### config.mk
export PLATFORM = sky130hd
export DESIGN_NAME = oled_cmd_sequencer
export DESIGN_NICKNAME = d
export VERILOG_FILES = /design/src/rtl/oled_cmd_sequencer.sv
export SDC_FILE = /design/constraint.sdc
export NUM_CORES = 1
export LEC_CHECK = 0
export ABC_AREA = 0
export CAP_MARGIN = 10
export CORE_MARGIN = 3
export CORE_UTILIZATION = 50
export DETAILED_ROUTE_END_ITERATION = 16
export PLACE_DENSITY_LB_ADDON = 0.1
export SLEW_MARGIN = 20
export SYNTH_ARGS = -nofsm -noshare
export SYNTH_HDL_FRONTEND = slang
export SYNTH_SLANG_ARGS = --single-unit
### constraint.sdc
create_clock -name clk -period 9.25 [get_ports clk]
set_clock_uncertainty 0.15 [all_clocks]
set_input_delay 1.85 -clock clk [delete_from_list [all_inputs] [get_ports clk]]
set_output_delay 1.85 -clock clk [all_outputs]
set_load 0.01 [all_outputs]
### src/rtl/oled_cmd_sequencer.sv
// rtl/oled_cmd_sequencer.sv - microcoded SPI OLED command sequencer; define OLED_SEQ_STREAM_EN for the STREAM opcode
module oled_cmd_sequencer #(
    parameter int ADDR_W     = 8,
    parameter int DLY_W      = 24,
    parameter int LOOP_W     = 15,
    parameter int LOOP_DEPTH = 2
) (
    input  logic              clk,
    input  logic              rst_n,
    input  logic              start,
    output logic [ADDR_W-1:0] rom_addr,
    input  logic [39:0]       rom_data,
    output logic [7:0]        spi_data,
    output logic              spi_wr,
    input  logic              spi_busy,
    input  logic              spi_done,
    output logic              oled_vdd,
    output logic              oled_vbat,
    output logic              oled_res,
    output logic              oled_dc,
    output logic              busy,
    output logic              done,
    output logic              error
`ifdef OLED_SEQ_STREAM_EN
    ,
    input  logic [7:0]        pix_data,
    input  logic              pix_valid,
    output logic              pix_ready
`endif
);

    localparam logic [3:0] OP_NOP     = 4'd0;
    localparam logic [3:0] OP_PINS    = 4'd1;
    localparam logic [3:0] OP_SEND    = 4'd2;
    localparam logic [3:0] OP_DELAY   = 4'd3;
    localparam logic [3:0] OP_LOOP    = 4'd4;
    localparam logic [3:0] OP_ENDLOOP = 4'd5;
    localparam logic [3:0] OP_JUMP    = 4'd6;
    localparam logic [3:0] OP_HALT    = 4'd7;
`ifdef OLED_SEQ_STREAM_EN
    localparam logic [3:0] OP_STREAM  = 4'd8;
`endif

    // Stack storage is rounded up to a power of two so the pointer indexes it without range gaps.
    localparam int SP_W  = $clog2(LOOP_DEPTH + 1);
    localparam int STK_N = 1 << SP_W;

    typedef enum logic [3:0] {
        S_IDLE,
        S_FETCH,
        S_EXEC,
        S_SEND_REQ,
        S_SEND_WAIT,
        S_DELAY,
        S_HALT,
        S_ERROR
`ifdef OLED_SEQ_STREAM_EN
        ,
        S_STREAM,
        S_STREAM_WAIT
`endif
    } state_t;

    state_t            state;
    state_t            state_d;
    logic [ADDR_W-1:0] pc;
    logic [DLY_W-1:0]  dly_cnt;
    logic [SP_W-1:0]   sp;
    logic [SP_W-1:0]   top;
    logic [ADDR_W-1:0] stk_pc  [STK_N];
    logic [LOOP_W-1:0] stk_cnt [STK_N];
    logic [3:0]        opcode;
    logic [DLY_W-1:0]  dly_arg;
    logic [LOOP_W-1:0] loop_arg;
    logic              stack_full;
    logic              stack_empty;
    logic              loop_again;
    logic              unused_bits;
`ifdef OLED_SEQ_STREAM_EN
    logic [15:0]       str_cnt;
`endif

    assign opcode      = rom_data[39:36];
    assign dly_arg     = rom_data[DLY_W-1:0];
    assign loop_arg    = rom_data[LOOP_W-1:0];
    assign top         = sp - 1'b1;
    assign stack_full  = (sp == SP_W'(LOOP_DEPTH));
    assign stack_empty = (sp == '0);
    assign loop_again  = (stk_cnt[top] > LOOP_W'(1));
    assign rom_addr    = pc;
    assign unused_bits = ^rom_data;

    // State register.
    always_ff @(posedge clk or negedge rst_n) begin
        if (!rst_n) state <= S_IDLE;
        else        state <= state_d;
    end

    // Next-state decode; start overrides everything and restarts at address 0.
    always_comb begin
        state_d = state;
        if (start) begin
            state_d = S_FETCH;
        end else begin
            case (state)
                S_FETCH: state_d = S_EXEC;
                S_EXEC: begin
                    case (opcode)
                        OP_NOP, OP_PINS, OP_JUMP: state_d = S_FETCH;
                        OP_SEND:    state_d = S_SEND_REQ;
                        OP_DELAY:   state_d = (dly_arg == '0) ? S_FETCH : S_DELAY;
                        OP_LOOP:    state_d = stack_full ? S_ERROR : S_FETCH;
                        OP_ENDLOOP: state_d = stack_empty ? S_ERROR : S_FETCH;
                        OP_HALT:    state_d = S_HALT;
`ifdef OLED_SEQ_STREAM_EN
                        OP_STREAM:  state_d = (rom_data[15:0] == 16'd0) ? S_FETCH : S_STREAM;
`endif
                        default:    state_d = S_ERROR;
                    endcase
                end
                S_SEND_REQ:  if (!spi_busy) state_d = S_SEND_WAIT;
                S_SEND_WAIT: if (spi_done) state_d = S_FETCH;
                S_DELAY:     if (dly_cnt == '0) state_d = S_FETCH;
`ifdef OLED_SEQ_STREAM_EN
                S_STREAM:    if (pix_valid && pix_ready) state_d = S_STREAM_WAIT;
                S_STREAM_WAIT: begin
                    if (spi_done) state_d = (str_cnt == 16'd1) ? S_FETCH : S_STREAM;
                end
`endif
                default: state_d = state;
            endcase
        end
    end

    // Status outputs derived from the current state.
    always_comb begin
        busy = !(state == S_IDLE || state == S_HALT || state == S_ERROR);
`ifdef OLED_SEQ_STREAM_EN
        pix_ready = (state == S_STREAM) && !spi_busy && !start;
`endif
    end

    // Datapath: program counter, pins, SPI byte/strobe, delay counter, stack pointer, status flags.
    always_ff @(posedge clk or negedge rst_n) begin
        if (!rst_n) begin
            pc        <= '0;
            dly_cnt   <= '0;
            sp        <= '0;
            spi_data  <= 8'h00;
            spi_wr    <= 1'b0;
            oled_vdd  <= 1'b1;
            oled_vbat <= 1'b1;
            oled_res  <= 1'b0;
            oled_dc   <= 1'b0;
            done      <= 1'b0;
            error     <= 1'b0;
`ifdef OLED_SEQ_STREAM_EN
            str_cnt   <= 16'd0;
`endif
        end else begin
            spi_wr <= 1'b0;
            if (start) begin
                pc    <= '0;
                sp    <= '0;
                done  <= 1'b0;
                error <= 1'b0;
            end else begin
                case (state)
                    S_EXEC: begin
                        case (opcode)
                            OP_NOP: pc <= pc + 1'b1;
                            OP_PINS: begin
                                {oled_vdd, oled_vbat, oled_res, oled_dc} <= rom_data[3:0];
                                pc <= pc + 1'b1;
                            end
                            OP_SEND: begin
                                oled_dc  <= rom_data[8];
                                spi_data <= rom_data[7:0];
                            end
                            OP_DELAY: begin
                                if (dly_arg == '0) pc <= pc + 1'b1;
                                else               dly_cnt <= dly_arg - 1'b1;
                            end
                            OP_LOOP: begin
                                if (!stack_full) begin
                                    sp <= sp + 1'b1;
                                    pc <= pc + 1'b1;
                                end
                            end
                            OP_ENDLOOP: begin
                                if (!stack_empty) begin
                                    if (loop_again) begin
                                        pc <= stk_pc[top];
                                    end else begin
                                        sp <= sp - 1'b1;
                                        pc <= pc + 1'b1;
                                    end
                                end
                            end
                            OP_JUMP: pc <= rom_data[ADDR_W-1:0];
                            OP_HALT: done <= 1'b1;
`ifdef OLED_SEQ_STREAM_EN
                            OP_STREAM: begin
                                oled_dc <= 1'b1;
                                if (rom_data[15:0] == 16'd0) pc <= pc + 1'b1;
                                else                         str_cnt <= rom_data[15:0];
                            end
`endif
                            default: ;
                        endcase
                    end
                    S_SEND_REQ:  if (!spi_busy) spi_wr <= 1'b1;
                    S_SEND_WAIT: if (spi_done) pc <= pc + 1'b1;
                    S_DELAY: begin
                        if (dly_cnt == '0) pc <= pc + 1'b1;
                        else               dly_cnt <= dly_cnt - 1'b1;
                    end
`ifdef OLED_SEQ_STREAM_EN
                    S_STREAM: begin
                        if (pix_valid && pix_ready) begin
                            spi_data <= pix_data;
                            spi_wr   <= 1'b1;
                        end
                    end
                    S_STREAM_WAIT: begin
                        if (spi_done) begin
                            if (str_cnt == 16'd1) pc <= pc + 1'b1;
                            else                  str_cnt <= str_cnt - 1'b1;
                        end
                    end
`endif
                    default: ;
                endcase
                // Any fault parks the panel in reset; supplies are left alone.
                if (state_d == S_ERROR && state != S_ERROR) begin
                    error    <= 1'b1;
                    oled_res <= 1'b0;
                end
            end
        end
    end

    // Loop stack entries; only slots below sp are ever read, so they need no reset.
    always_ff @(posedge clk) begin
        if (!start && state == S_EXEC) begin
            if (opcode == OP_LOOP && !stack_full) begin
                stk_pc[sp]  <= pc + 1'b1;
                stk_cnt[sp] <= (loop_arg == '0) ? LOOP_W'(1) : loop_arg;
            end else if (opcode == OP_ENDLOOP && !stack_empty && loop_again) begin
                stk_cnt[top] <= stk_cnt[top] - 1'b1;
            end
        end
    end

endmodule

==> impl_metrics.py, run 1 <==
metrics = {
    "outcome": {
        "status": "completed",
    },
    "detailed_routing": {
        "drtAntennaViolNets": 0,
        "dr.pass1.iters": 5,
        "routed_wl_um": 19800,
        "vias": 6245,
        "drt_iter0_markers": 541,
        "wl_per_cell_um": 19.7,
        "via_per_inst": 6.21,
        "drcViolationCount": 0,
    },
    "cts": {
        "clock_tree.root_cell": "clkbuf_16",
        "postCtsResizedCells": 0,
        "clock_path_buffers": 2,
        "post_cts_buffers": 0,
        "holdBufCountCts": 0,
        "clk_pin_slew_ps": 70,
        "cts_tree": "built",
        "cts_buffers": 17,
        "clk_latency_ps": 430,
        "cts.sinks": 145,
        "cts_max_level": 4,
    },
    "worst_setup_path": {
        "path_delay_family": "simple AND/OR/NAND/NOR gates",
        "crit_chain": "clkdlybuf4s50_1 -> nor2b_1 -> or3b_2 -> nor4_1 -> nand3_1 -> o31ai_4",
        "path_buf_inv": 1,
        "worstSetupEndpoint": "stk_cnt[0][9]",
        "cpMaxStageDelayCell": "nor4_1",
        "r2r-end": "stk_cnt[0][9]",
        "end_kind": "register",
        "reg2reg_depth": 10,
        "reg2reg_slack_ps": 4490,
        "cp.required_ps": 9150,
        "worstPathMaxFanout": 15,
        "reg2reg_from": "sp[0]",
        "cp_slowest_stage_delay_ps": 810,
        "cp.arrival_ps": 4780,
        "critical_path_class": "input pin to register",
        "start_kind": "input pin",
        "crit_start": "rom_data[38]",
        "cp.depth": 6,
    },
    "cells_and_area": {
        "final_area_sq_um": 9500,
        "diodes": 0,
        "drive_gt1_share_pct": 13.2,
        "synthToLayoutAreaGrowth_pct": 17.0,
        "fin_nets": 834,
    },
    "placed_design": {
        "postPlaceCellArea_sq_um": 8890,
        "portBuffers": 56,
        "gp_congestion": 0.863,
        "hpwl_um": 13200,
    },
    "synthesis": {
        "async_flop_share_pct": 36.6,
        "synth_seq_cells": 145,
        "syn_area_sq_um": 8120,
        "yosys.cell_types.count": 82,
        "ys_seq_area_share_pct": 50.4,
        "synth_edf_count": 92,
        "synthFlopType": "edfxtp_1",
        "avgSynthCellArea_sq_um": 11.0,
        "synthCells": 736,
        "yosysWarnings": 0,
    },
    "timing": {
        "fmax_mhz": 205,
        "hold_violations": 0,
        "setup_viol": 0,
        "slew_headroom_pct": 29.9,
        "min_period_ps": 4880,
        "rsz0062_at_grt": "false",
        "worstMarginPinSlew_ps": 1040,
        "period_share_pct": 52.7,
        "final.setup.tns_ps": 0,
        "drv_slew": 0,
    },
    "floorplanning": {
        "die_w_um": 133,
        "die-height_um": 133,
        "num_io_pins": 69,
        "fp-row-count": 45,
        "core_area_sq_um": 15500,
        "die_area_sq_um": 17800,
        "initial_utilization_pct": 52.3,
    },
    "global_routing": {
        "grt_max_degree": 55,
        "gr-total-overflow": 0,
        "antenna_found_initial": 0,
        "grt_pass1_vias": 6070,
        "track_usage_pct": 22.9,
        "grt_pass1_wl_um": 32200,
    },
    "power_and_ir_drop": {
        "power_mw": 2.09,
        "power.density_nw_per_um2": 219,
        "p_leak_nw": 3.36,
        "ir_worst_vdd_v": 0.000155,
    },
    "hold_path": {
        "hold_path.class": "register to register",
    },
    "run": {
        "cap_viol_max_count": 0,
    },
}
-- layout make-up --
| type | instances | area (sq um) |
|---|---|---|
| fillers | 1308 | 6040 |
| flip-flops and latches | 145 | 4090 |
| multi-input cells | 529 | 3840 |
| repair buffers | 64 | 616 |
| clock buffers | 17 | 425 |
| well taps | 211 | 264 |
| clock inverters | 15 | 174 |
| inverters | 24 | 90.1 |
-- per-stage QoR --
stage | utilization [%] | hold WS [ps] | setup WS, ps | cells
5_1_grt | 61.1 | 385 | 4120 | 1005
6_report | 61.1 | 361 | 4370 | 1005
2_1_floorplan | - | 321 | 3970 | 743
4_1_cts | 61.1 | 363 | 4410 | 1005
3_3_place_gp | 57.2 | 340 | 3850 | 973
3_5_place_dp | 57.2 | 346 | 4020 | 973
-- how the worst min path moves through the flow --
stage,from,end,cells after the start
global placement,done,done,2
detailed placement,spi_data[1],spi_data[1],1
finish,spi_data[1],spi_data[1],1
global route,spi_data[1],spi_data[1],1
CTS,spi_data[1],spi_data[1],1
floorplan,dly_cnt[13],dly_cnt[13],2
-- cell usage in the layout, fill, tap and decap left out, types with 13 or more instances in the layout --
| cell | netlist | routed |
|---|---|---|
| nand2_1 | 62 | 62 |
| clkbuf_16 | 0 | 17 |
| mux4_2 | 23 | 23 |
| nand3_1 | 17 | 17 |
| nor4_1 | 15 | 14 |
| mux2_2 | 14 | 14 |
| clkdlybuf4s50_1 | 0 | 55 |
| and2_1 | 14 | 14 |
| edfxtp_1 | 92 | 92 |
| o21ai_0 | 35 | 35 |
| nor3_1 | 24 | 24 |
| a21oi_1 | 48 | 48 |
| xor2_1 | 13 | 13 |
| dfrtp_1 | 51 | 51 |
| mux2i_1 | 19 | 19 |
| inv_1 | 24 | 24 |
| nor2_1 | 64 | 64 |
-- sequential cells by signal (all words and copies together), names as in the netlist --
signal     flops
stk_pc        32
stk_cnt       60
oled_vbat      1
done           1
rom_addr       8
error          1
dly_cnt       24
state          4
spi_data       8
oled_vdd       1
oled_dc        1
oled_res       1
sp             2
spi_wr         1
-- layer usage --
layer	wire [um]	track usage [%]	vias to the layer above	part of all wire, %
met3	1270	5.66	27	6.4
met4	267	5.71	0	1.3
met2	9670	36.7	238	49
met5	0	0	-	0
met1	8580	31.5	3069	43
li1	-	-	2911	-
-- synthesized netlist by cell type (all sizes together) (4+ instances only) --
master	instances	area (sq um)
and2	14	87.6
nand3b	6	45.0
mux2i	19	190
o21ai	40	200
dfrtp	51	1280
ha	8	100
a221oi	8	87.6
nor3	24	120
nand3	17	85.1
a211oi	5	37.5
xnor2	11	96.3
xor2	13	114
a21oi	48	240
or4	6	48.8
or3	8	50.1
nor2	65	246
buf	19	109
o22a	4	35.0
a31oi	7	43.8
o211ai	4	30.0
nand2b	7	43.8
mux4	23	518
nand2	62	233
a311oi	6	58.8
o32ai	6	52.6
edfxtp	92	2760
clkbuf	26	97.6
a2111oi	4	35.0
nor4	18	140
nand4	5	31.3
o31ai	10	75.1
mux2	14	158
inv	24	90.1
-- worst reg2reg max path, cell delays in order, from the launching register on --
cell	delay [ps]
dfrtp_1	340
buf_4	490
inv_1	340
ha_1	370
buf_4	380
mux4_2	440
ha_1	230
o211ai_1	480
o21ai_2	80
buf_4	270
o31ai_4	810
-- power breakdown --
group          total [mW]  switching (mW)  internal (mW)
Combinational       0.515           0.290          0.225
Clock               0.684           0.318          0.366
Sequential          0.886           0.108          0.778
-- cell families (layout without fill, tap and decap cells) --
kind of cell,count (synthesis),count (layout),synth area share [%]
XOR/XNOR,24,24,2.59
AO/OA/AOI/OAI,179,179,15.2
multiplexers,56,56,10.7
adder cells (fa/ha/maj),8,8,1.23
other,1,8,0.0462
flip-flops,145,145,50.4
AND/OR/NAND/NOR,254,254,16.3
buffers and inverters,69,120,3.65
Power figures use the tool's default switching activity.
==> inputs of run 2 (changes only) <==
==> constraint.sdc (replaced) <==
create_clock -name clk -period 4.5 [get_ports clk]
set_clock_uncertainty 0.15 [all_clocks]
set_input_delay 0.9 -clock clk [delete_from_list [all_inputs] [get_ports clk]]
set_output_delay 0.9 -clock clk [all_outputs]
set_load 0.01 [all_outputs]
==> impl_metrics.py, run 2 (synthesis results as in run 1) <==
metrics = {
    "worst_setup_path": {
        "critical_path_class": "register to register",
        "start_kind": "register",
        "reg2reg_from": "sp[1]",
        "crit_start": "sp[1]",
        "end_kind": "register",
        "cp.required_ps": 4470,
        "cp.arrival_ps": 3940,
        "worstPathMaxFanout": 26,
    },
    "cells_and_area": {
        "final_cell_mix": "92 x edfxtp_1, 64 x nor2_1, 62 x nand2_1, 55 x clkdlybuf4s50_1, 50 x dfrtp_1",
        "fin_nets": 857,
        "drive_gt1_share_pct": 15.7,
        "synthToLayoutAreaGrowth_pct": 18.6,
        "largest_reg_flops": 60,
        "final_area_sq_um": 9630,
        "nFillCells": 1318,
        "largestRegisters": "stk_cnt (60), stk_pc (32), dly_cnt (24)",
        "diodes": 0,
        "layout_commonest_cell": "edfxtp_1",
        "regMostFlops": "stk_cnt",
        "fin_cells": 1028,
    },
    "detailed_routing": {
        "dr.pass1.iters": 5,
        "drt_iter0_markers": 522,
        "drcViolationCount": 0,
        "wl_per_cell_um": 19.9,
        "routed_wl_um": 20400,
        "drtAntennaViolNets": 0,
        "via_per_inst": 6.18,
        "vias": 6355,
    },
    "timing": {
        "min_period_ps": 3980,
        "hold_violations": 0,
        "worstMarginPinSlew_ps": 1100,
        "rsz0062_at_grt": "false",
        "final.setup.tns_ps": 0,
        "fmax_mhz": 252,
        "period_share_pct": 88.3,
        "slew_headroom_pct": 24.7,
        "setup_viol": 0,
        "setup_ws_ps": 525,
        "drv_slew": 0,
    },
    "floorplanning": {
        "die_area_sq_um": 17800,
        "fp-row-count": 45,
        "core_area_sq_um": 15500,
        "die-height_um": 133,
        "num_io_pins": 69,
        "die_w_um": 133,
        "initial_utilization_pct": 52.3,
    },
    "global_routing": {
        "antenna_found_initial": 0,
        "grt_max_degree": 45,
        "grt_pass1_vias": 6235,
        "gr-total-overflow": 0,
        "track_usage_pct": 23.3,
        "grt_pass1_wl_um": 32600,
    },
    "placed_design": {
        "place_ws_ps": 303,
        "gp_congestion": 0.917,
        "portBuffers": 56,
        "hpwl_um": 13800,
        "postPlaceCellArea_sq_um": 9070,
        "dp.cells": 996,
    },
    "cts": {
        "clock_path_buffers": 2,
        "clk_latency_ps": 420,
        "cts_tree": "built",
        "cts.sinks": 145,
        "clk_pin_slew_ps": 60,
        "clock_tree.root_cell": "clkbuf_16",
        "cts_max_level": 4,
        "cts_buffers": 17,
    },
    "outcome": {
        "status": "completed",
    },
    "run": {
        "cap_viol_max_count": 0,
    },
    "power_and_ir_drop": {
        "ir_worst_vdd_v": 0.000281,
        "power_mw": 4.26,
        "p_leak_nw": 3.46,
        "power.density_nw_per_um2": 442,
    },
    "hold_path": {
        "hold_path.class": "register to register",
        "min-delay-start": "spi_data[3]",
    },
}
==> run 2: cell count changes in the layout (fill, tap and decap cells not counted), moves of 3 or more <==
cell	change
inv_6	+3
inv_8	-3
clkinv_8	-3
buf_4	+23
==> run 2: area by class of cell <==
cell class | instances | area [sq um] | area share, %
sequential | 145 | 4090 | 42.5
timing repair buffer | 87 | 788 | 8.18
clock inverter | 15 | 139 | 1.44
inverter | 24 | 90.1 | 0.935
multi-input combinational | 529 | 3830 | 39.8
tap | 211 | 264 | 2.74
clock buffer | 17 | 425 | 4.42
==> run 2: power breakdown <==
part           internal [mW]  switching (mW)
registers               1.60           0.219
clock network          0.732           0.620
logic                  0.481           0.603
==> run 2: timing repair <==
| action | CTS | global route |
|---|---|---|
| hold buffers | 0 | 0 |
| setup endpoints to repair | 0 | 8 |
| gates resized for setup | 0 | 1 |
| setup buffers | 0 | 0 |
==> run 2: path summary, 6_finish.rpt <==
check,to,slack [ps],cells past startpoint
setup / recovery,stk_cnt[0][14],520,8
hold / removal,spi_data[3],360,1
setup reg to reg,stk_cnt[0][14],520,8
hold reg to reg,spi_data[3],360,1
max in group asynchronous,oled_vbat,2900,2
min in group asynchronous,dly_cnt[23],410,1
==> run 2: per-layer routing <==
metal	vias up	wire length [um]	GRT usage (%)
met1	3157	9110	31.7
met2	208	9830	38.0
met5	-	0	0
met4	0	394	6.97
li1	2961	-	-
met3	29	1110	4.91
==> run 2: metrics by stage <==
step	util [%]	hold WS (ps)
floorplan	-	321
CTS	62.0	364
detailed placement	58.3	350
finish	62.0	360
global placement	58.3	340
global route	62.0	371
==> run 2: worst max-delay path, cell delays in order (launching register included) <==
cell and delay [ps]:
dfrtp_1 450, inv_1 130, ha_2 610, mux4_2 430, nor4_2 450, nand2_1 280, o21ai_2 560, buf_4 370
o21ai_0 230
==> inputs of run 3 (changes only) <==
--- a/config.mk
+++ b/config.mk
@@ -11,6 +11,7 @@
 export CORE_UTILIZATION = 50
 export DETAILED_ROUTE_END_ITERATION = 16
 export PLACE_DENSITY_LB_ADDON = 0.1
+export REMOVE_ABC_BUFFERS = 1
 export SLEW_MARGIN = 20
 export SYNTH_ARGS = -nofsm -noshare
 export SYNTH_HDL_FRONTEND = slang
==> impl_metrics.py, run 3 (synthesis results as in run 1) <==
metrics = {
    "timing": {
        "rsz0062_at_grt": "false",
        "min_period_ps": 3980,
        "fmax_mhz": 251,
        "hold_violations": 0,
        "slew_headroom_pct": 31.9,
        "period_share_pct": 88.5,
        "whs_ps": 347,
        "worstMarginPinSlew_ps": 996,
        "drv_slew": 0,
        "setup_viol": 0,
    },
    "floorplanning": {
        "core_area_sq_um": 15500,
        "die_area_sq_um": 17800,
        "num_io_pins": 69,
        "die-height_um": 133,
        "fp-row-count": 45,
        "initial_utilization_pct": 52.3,
        "die_w_um": 133,
    },
    "worst_setup_path": {
        "crit_chain": "inv_1 -> ha_1 -> buf_4 -> mux4_2 -> nor4_1 -> nand2_1 -> o21ai_2 -> buf_4 -> mux2_2",
        "reg2reg_depth": 9,
        "cpMaxStageDelayCell": "ha_1",
        "cp.depth": 9,
        "start_kind": "register",
        "end_kind": "register",
        "path_delay_family": "buffers and inverters",
        "cp_slowest_stage_delay_ps": 610,
        "cpMostUsedCell": "buf_4",
        "cp.required_ps": 4520,
        "critical_path_class": "register to register",
        "path_buf_inv": 3,
        "cp.arrival_ps": 4000,
        "worstPathMaxFanout": 28,
    },
    "cells_and_area": {
        "final_cell_mix": "92 x edfxtp_1, 64 x nor2_1, 62 x nand2_1, 55 x clkdlybuf4s50_1, 51 x dfrtp_1",
        "synthToLayoutAreaGrowth_pct": 17.9,
        "final_core_util_pct": 61.6,
        "final_area_sq_um": 9580,
        "diodes": 0,
        "nFillCells": 1287,
        "largest_reg_flops": 60,
        "drive_gt1_share_pct": 14.6,
        "layout_commonest_cell": "edfxtp_1",
        "fin_nets": 854,
        "largestRegisters": "stk_cnt (60), stk_pc (32), dly_cnt (24)",
        "regMostFlops": "stk_cnt",
    },
    "cts": {
        "cts_buffers": 17,
        "cts.sinks": 145,
        "clock_tree.root_cell": "clkbuf_16",
        "post_cts_buffers": 0,
        "holdBufCountCts": 0,
        "clock_path_buffers": 2,
        "clk_latency_ps": 420,
        "postCtsResizedCells": 0,
        "cts_tree": "built",
        "cts_max_level": 4,
        "clk_pin_slew_ps": 60,
    },
    "placed_design": {
        "hpwl_um": 14100,
        "portBuffers": 56,
        "gp_congestion": 0.868,
        "postPlaceCellArea_sq_um": 9010,
    },
    "detailed_routing": {
        "vias": 6306,
        "drtAntennaViolNets": 0,
        "drt_iter0_markers": 395,
        "drcViolationCount": 0,
        "routed_wl_um": 20500,
        "via_per_inst": 6.16,
        "dr.pass1.iters": 5,
        "wl_per_cell_um": 20.0,
    },
    "global_routing": {
        "grt_pass1_wl_um": 33500,
        "grt_max_degree": 51,
        "track_usage_pct": 23.8,
        "antenna_found_initial": 0,
        "gr-total-overflow": 0,
        "grt_pass1_vias": 6326,
    },
    "outcome": {
        "status": "completed",
    },
    "run": {
        "cap_viol_max_count": 0,
    },
    "hold_path": {
        "holdPathStages": 2,
        "hold_path.class": "register to register",
    },
    "power_and_ir_drop": {
        "power.density_nw_per_um2": 446,
        "p_leak_nw": 3.44,
        "ir_worst_vdd_v": 0.000282,
        "power_mw": 4.27,
    },
}
==> run 3: cell count changes in the layout (fill, tap and decap cells not counted), sizes merged <==
cell,change
bufinv,+2
clkinv,+2
clkbuf,+2
inv,-9
buf,-3
clkinvlp,+2
==> run 3: final timing paths <==
path,from,to,slack [ps]
hold reg to reg,done,done,350
setup reg to reg,sp[1],stk_cnt[2][1],520
max in group asynchronous,rst_n,oled_vbat,2880
setup / recovery,sp[1],stk_cnt[2][1],520
hold / removal,done,done,350
min in group asynchronous,rst_n,spi_wr,470
==> run 3: through the flow <==
step | setup TNS, ps | std cells | worst slack [ps]
after global placement | 0 | 993 | 553
after global routing | 0 | 1024 | 236
after detailed placement | 0 | 993 | 458
after floorplan | -195470 | 698 | -2580
final | 0 | 1024 | 518
after CTS | 0 | 1024 | 496
==> run 3: metal layers <==
metal  GRT usage (%)  vias to the layer above  part of all wire [%]
li1                -                     2936                     -
met1            31.2                     3155                    43
met2            40.2                      182                    50
met3            4.83                       33                   4.7
met4            7.43                        0                   1.9
met5               0                        -                     0
==> run 3: area by class of cell <==
type                            instances  area [sq um]  area share, %
Multi-Input combinational cell        529          3800           39.7
Sequential cell                       145          4090           42.7
Clock inverter                         12           135           1.41
Clock buffer                           19           433           4.52
Tap cell                              211           264           2.76
Inverter                               24          90.1          0.941
Timing Repair Buffer                   84           766           8.00
==> run 3: worst register-to-register path: stages, from the launching register on <==
cell	delay [ps]
dfrtp_1	470
inv_1	130
ha_1	610
buf_4	280
mux4_2	360
nor4_1	360
nand2_1	230
o21ai_2	370
buf_4	360
mux2_2	410
==> run 3: power by group <==
group	internal [mW]	switching, mW	total (mW)
Sequential	1.60	0.221	1.82
Clock	0.815	0.562	1.38
Combinational	0.477	0.593	1.07
Total	2.89	1.38	4.27
